[config.mk]
export PLATFORM = sky130hd
export DESIGN_NAME = serial_adder_ctrl_flat
export DESIGN_NICKNAME = d
export VERILOG_FILES = /design/src/rtl/serial_adder_ctrl_if.sv /design/src/rtl/serial_adder_ctrl.sv /design/src/flat_wrapper.sv
export SDC_FILE = /design/constraint.sdc
export NUM_CORES = 1
export LEC_CHECK = 0
export BUFFER_PORTS_ARGS = -buffer_cell sky130_fd_sc_hd__buf_2
export CAP_MARGIN = 10
export CORE_MARGIN = 8
export CORE_UTILIZATION = 36
export CTS_CLUSTER_SIZE = 12
export DETAILED_ROUTE_END_ITERATION = 8
export PLACE_DENSITY_LB_ADDON = 0.3
export SYNTH_ARGS = -nofsm -noshare
export SYNTH_HDL_FRONTEND = slang
export SYNTH_SLANG_ARGS = --single-unit
[constraint.sdc]
create_clock -name clk -period 3.1 [get_ports clk]
set_input_delay 0 -clock clk [delete_from_list [all_inputs] [get_ports clk]]
set_output_delay 0 -clock clk [all_outputs]
set_load 0.01 [all_outputs]
[src/rtl/serial_adder_ctrl_if.sv]
// serial_adder_ctrl_if: handshake and operand/result bundle for the serial adder
interface serial_adder_ctrl_if #(parameter int WIDTH = 8);
    logic             start;
    logic [WIDTH-1:0] a;
    logic [WIDTH-1:0] b;
    logic             cin;
    logic             busy;
    logic             done;
    logic [WIDTH-1:0] sum;
    logic             cout;
    modport master (output start, a, b, cin, input busy, done, sum, cout);
    modport slave  (input start, a, b, cin, output busy, done, sum, cout);
endinterface

[src/rtl/serial_adder_ctrl.sv]
// serial_adder_ctrl: bit-serial a+b+cin, LSB first, one bit per clock through one full-adder cell
module serial_adder_ctrl #(
    parameter int WIDTH = 8
) (
    input logic                clk,
    input logic                rst,
    serial_adder_ctrl_if.slave io_bus
);
    localparam int CW = $clog2(WIDTH + 1);
    localparam logic [CW-1:0] LAST = CW'(WIDTH - 1);
    typedef enum logic [1:0] {IDLE, RUN, DONE} state_t;
    state_t           r_state;
    logic [WIDTH-1:0] r_a, r_b, r_res, r_sum;
    logic [CW-1:0]    r_cnt;
    logic             r_carry, r_cout, r_busy, r_done;
    logic             w_p, w_g, w_s, w_cnext;
    logic [WIDTH-1:0] w_res_next;
    assign w_p        = r_a[0] ^ r_b[0];
    assign w_g        = r_a[0] & r_b[0];
    assign w_s        = w_p ^ r_carry;
    assign w_cnext    = w_g | (w_p & r_carry);
    assign w_res_next = {w_s, {(WIDTH-1){1'b0}}} | (r_res >> 1);
    assign io_bus.busy = r_busy;
    assign io_bus.done = r_done;
    assign io_bus.sum  = r_sum;
    assign io_bus.cout = r_cout;
    // Controller and datapath: capture in IDLE, one sum bit per RUN cycle, publish result entering DONE
    always_ff @(posedge clk) begin
        if (rst) begin
            r_state <= IDLE;
            r_a     <= '0;
            r_b     <= '0;
            r_res   <= '0;
            r_sum   <= '0;
            r_cnt   <= '0;
            r_carry <= 1'b0;
            r_cout  <= 1'b0;
            r_busy  <= 1'b0;
            r_done  <= 1'b0;
        end else begin
            case (r_state)
                IDLE: if (io_bus.start) begin
                    r_a     <= io_bus.a;
                    r_b     <= io_bus.b;
                    r_carry <= io_bus.cin;
                    r_cnt   <= '0;
                    r_busy  <= 1'b1;
                    r_state <= RUN;
                end
                RUN: begin
                    r_a     <= r_a >> 1;
                    r_b     <= r_b >> 1;
                    r_res   <= w_res_next;
                    r_carry <= w_cnext;
                    r_cnt   <= r_cnt + CW'(1);
                    if (r_cnt == LAST) begin
                        r_sum   <= w_res_next;
                        r_cout  <= w_cnext;
                        r_busy  <= 1'b0;
                        r_done  <= 1'b1;
                        r_state <= DONE;
                    end
                end
                DONE: begin
                    r_done  <= 1'b0;
                    r_state <= IDLE;
                end
                default: r_state <= IDLE;
            endcase
        end
    end
endmodule

[src/flat_wrapper.sv]
// flat-port wrapper written by rule: the top's interface ports become plain ports
module serial_adder_ctrl_flat 
#(
    parameter int WIDTH = 8
)
  (clk, rst, io_bus_start, io_bus_a, io_bus_b, io_bus_cin, io_bus_busy, io_bus_done, io_bus_sum, io_bus_cout);
  serial_adder_ctrl_if #(.WIDTH(WIDTH)) io_bus_i ();
  input logic clk;
  input logic rst;
  input wire logic [$bits(io_bus_i.start)-1:0] io_bus_start;
  input wire logic [$bits(io_bus_i.a)-1:0] io_bus_a;
  input wire logic [$bits(io_bus_i.b)-1:0] io_bus_b;
  input wire logic [$bits(io_bus_i.cin)-1:0] io_bus_cin;
  output wire logic [$bits(io_bus_i.busy)-1:0] io_bus_busy;
  output wire logic [$bits(io_bus_i.done)-1:0] io_bus_done;
  output wire logic [$bits(io_bus_i.sum)-1:0] io_bus_sum;
  output wire logic [$bits(io_bus_i.cout)-1:0] io_bus_cout;
  assign io_bus_i.start = io_bus_start;
  assign io_bus_i.a = io_bus_a;
  assign io_bus_i.b = io_bus_b;
  assign io_bus_i.cin = io_bus_cin;
  assign io_bus_busy = io_bus_i.busy;
  assign io_bus_done = io_bus_i.done;
  assign io_bus_sum = io_bus_i.sum;
  assign io_bus_cout = io_bus_i.cout;
  serial_adder_ctrl #(.WIDTH(WIDTH)) u_core (.clk(clk), .rst(rst), .io_bus(io_bus_i));
endmodule
==> qor.yml <==
place_congestion: 0.699
worstSetupPathType: "register to register"
grt-busiest-layer: "met2"
clk_pin_slew_ns: 0.08
synth_async_sr_flop_share: 0
slew_viol_final: 0
synth_top_area_share: 0.430
cts_buffers: 5
dp_hpwl_mm: 2.80
min_path_cells: 4
synth_area_um2: 1910
vias_per_cell: 5.11
slew_headroom: 0.507
rows: 26
holdCritPathClass: "input pin to register"
synthCells: 240
setup_viol: 0
fmax_mhz: 680
synth.most_common_cell: "a21oi_1"
syn_nets: 262
cp_max_fo: 11
path_cells: "ha_1 -> and3b_1 -> nand2_1 -> o211a_1"
use_met1: 0.150
drtIter0Drc: 81
cts_setup_buffers: 0
final_layout_size_suffix_gt1_frac: 0.221
fp.dieW_um: 88.8
worstPathRequired_ns: 3.29
status: "completed"
fp.dieArea_um2: 7890
synth_common_cells: "51 x a21oi_1, 41 x dfxtp_1, 32 x nor2_1"
dieHeight_um: 88.8
endpoint_kind: "register"
antenna_found_initial: 0
num-nets-final: 283
grt_max_degree: 43
drt_pass1_iterations: 4
r2r-end: "u_core.io_bus.busy$_SDFFE_PP0P_"
timing.rr.start: "u_core.r_cnt[0]$_SDFFE_PP0P_"
yosysTopAreaCell: "dfxtp_1"
tns_ns: 0
synth_edf_count: 0
min_from: "io_bus_cin"
syn_area_per_cell_um2: 7.96
ys_seq_area_frac: 0.430
io_pins: 31
irDropWorstVdd_mv: 0.179
cp_num_buf_inv: 0
final.setup.worst_slack_ns: 1.63
holdPathEnd: "u_core.r_carry$_SDFFE_PP0P_"
holdWs_ns: 0.154
ant_nets: 0
worst_ep_arrival_time_ns: 1.66
power.density_nw_per_um2: 477
timing.final.hold_violations: 0
drc: 0
clk_latency_ns: 0.29
ys.warnings.count: 0
start_util: 0.374
synthTopCellsByArea: "dfxtp_1 43%, a21oi_1 13%, o221a_2 8.8%"
ys.flop_type: "dfxtp_1"
cts_tree: "yes"
via_count: 1695
drv_cap: 0
root_buffer: "clkbuf_8"
cts-resized-gates: 0
clkSinkCount: 41
tightest_slew_ns: 0.739
fin_skew_ns: 0.00426
io_buffers: 30
max_stage_delay_ns: 0.42
wl_per_cell_um: 13.2
grt_pass1_vias: 1492
post-route-period-util: 0.475
crit_family: "simple AND/OR/NAND/NOR gates"
reg2reg_slack_ns: 1.63
leakage_nw: 0.877
cp-start-kind: "register"
met2_usage: 0.168
cts_buffer_depth: 2
grt_pass1_wl_mm: 7.04
core_area_um2: 5110
ys_seq_elements: 41
cpMaxStageDelayCell: "and3b_1"
diodes: 0
met3_usage: 0.0316
htree_num_levels: 2
grt.total_usage: 0.114
syn2layout_area_growth_pct: 13.9
reg2reg_depth: 4
grt.overflow.total: 0
rsz0062_at_grt: "no"
layout_min_cycle_time_ns: 1.47
worstSetupPathDepth: 4
drt-total-wl_mm: 4.37
post-place-ws_ns: 1.59
ys_types: 28
==> registers in the layout, indices dropped and copies added (netlist names) <==
register / cells
u_core.io_bus.busy: 1
u_core.r_state: 2
u_core.r_b: 8
u_core.io_bus.sum: 8
u_core.io_bus.cout: 1
u_core.r_a: 8
u_core.r_carry: 1
u_core.io_bus.done: 1
u_core.r_cnt: 4
u_core.r_res: 7
==> what timing repair did <==
item	in CTS	in global routing
endpoints found under the hold margin	2	0
hold buffers	2	0
setup endpoints to repair	0	0
==> logic make-up after synthesis <==
kind of cell,count (synthesis),synth area share
AND/OR/NAND/NOR,73,0.170
buffers and inverters,39,0.0885
flip-flops,41,0.430
adder cells (fa/ha/maj),2,0.0170
multiplexers,1,0.00524
AO/OA/AOI/OAI,84,0.290
==> worst max path at each step <==
| stage | slack [ns] | to | from |
|---|---|---|---|
| global route | 1.46 | u_core.io_bus.done$_SDFFE_PP0P_ | u_core.r_cnt[0]$_SDFFE_PP0P_ |
| CTS | 1.61 | u_core.io_bus.busy$_SDFFE_PP0P_ | u_core.r_cnt[0]$_SDFFE_PP0P_ |
| global placement | 1.63 | u_core.io_bus.busy$_SDFFE_PP0P_ | u_core.r_cnt[0]$_SDFFE_PP0P_ |
| finish | 1.63 | u_core.io_bus.busy$_SDFFE_PP0P_ | u_core.r_cnt[0]$_SDFFE_PP0P_ |
| floorplan | 1.94 | u_core.r_state[0]$_SDFFE_PP0P_ | u_core.r_cnt[0]$_SDFFE_PP0P_ |
| detailed placement | 1.59 | u_core.io_bus.busy$_SDFFE_PP0P_ | u_core.r_cnt[0]$_SDFFE_PP0P_ |
==> where the power goes <==
group          total, mW  internal (mW)  leakage [nW]  switching (mW)
Sequential         0.571          0.551         0.335          0.0205
Clock              0.342          0.155        0.0439           0.187
Combinational      0.124         0.0552         0.498          0.0684
==> per-stage QoR <==
| stage | utilization | total power [mW] | area, µm² | std cells |
|---|---|---|---|---|
| after floorplan | - | 0.673 | 1910 | 240 |
| after global placement | 0.405 | 0.703 | 2070 | 322 |
| after detailed placement | 0.405 | 0.705 | 2070 | 322 |
| after CTS | 0.426 | 1.05 | 2170 | 332 |
| after global routing | 0.426 | 1.09 | 2170 | 332 |
| final | 0.426 | 1.04 | 2170 | 332 |
==> cell type report <==
| type | instances | area (µm²) |
|---|---|---|
| Tap cell | 70 | 87.6 |
| Clock buffer | 5 | 68.8 |
| Multi-Input combinational cell | 160 | 920 |
| Clock inverter | 3 | 17.5 |
| Timing Repair Buffer | 35 | 193 |
| Sequential cell | 41 | 821 |
| Inverter | 18 | 67.6 |
| Fill cell | 561 | 2930 |
==> routing by layer <==
layer,wire [µm],part of all wire
met1,2140,0.49
met2,1970,0.45
met3,188,0.043
met4,71,0.016
met5,0,0
==> cell usage in the layout (no fill, tap or decap), types with 2 or more instances in the layout <==
cell type      Yosys  layout
inv_1             18      18
clkinv_2           0       2
o22ai_1            2       2
buf_2              6      30
nor2_1            32      32
buf_4              2       3
clkbuf_8           0       5
nor2b_1            5       5
a21oi_1           51      51
nand2_1           20      20
o21ai_0            2       2
dlygate4sd3_1      0       2
dfxtp_1           41      41
nand3_1           11      11
o221a_2           15      15
o31ai_1            9       9
==> worst reg2reg max path, stage by stage (launching register included) <==
cell     delay, ns
dfxtp_1       0.37
ha_1          0.22
and3b_1       0.42
nand2_1       0.20
o211a_1       0.15
Power figures use the tool's default switching activity.
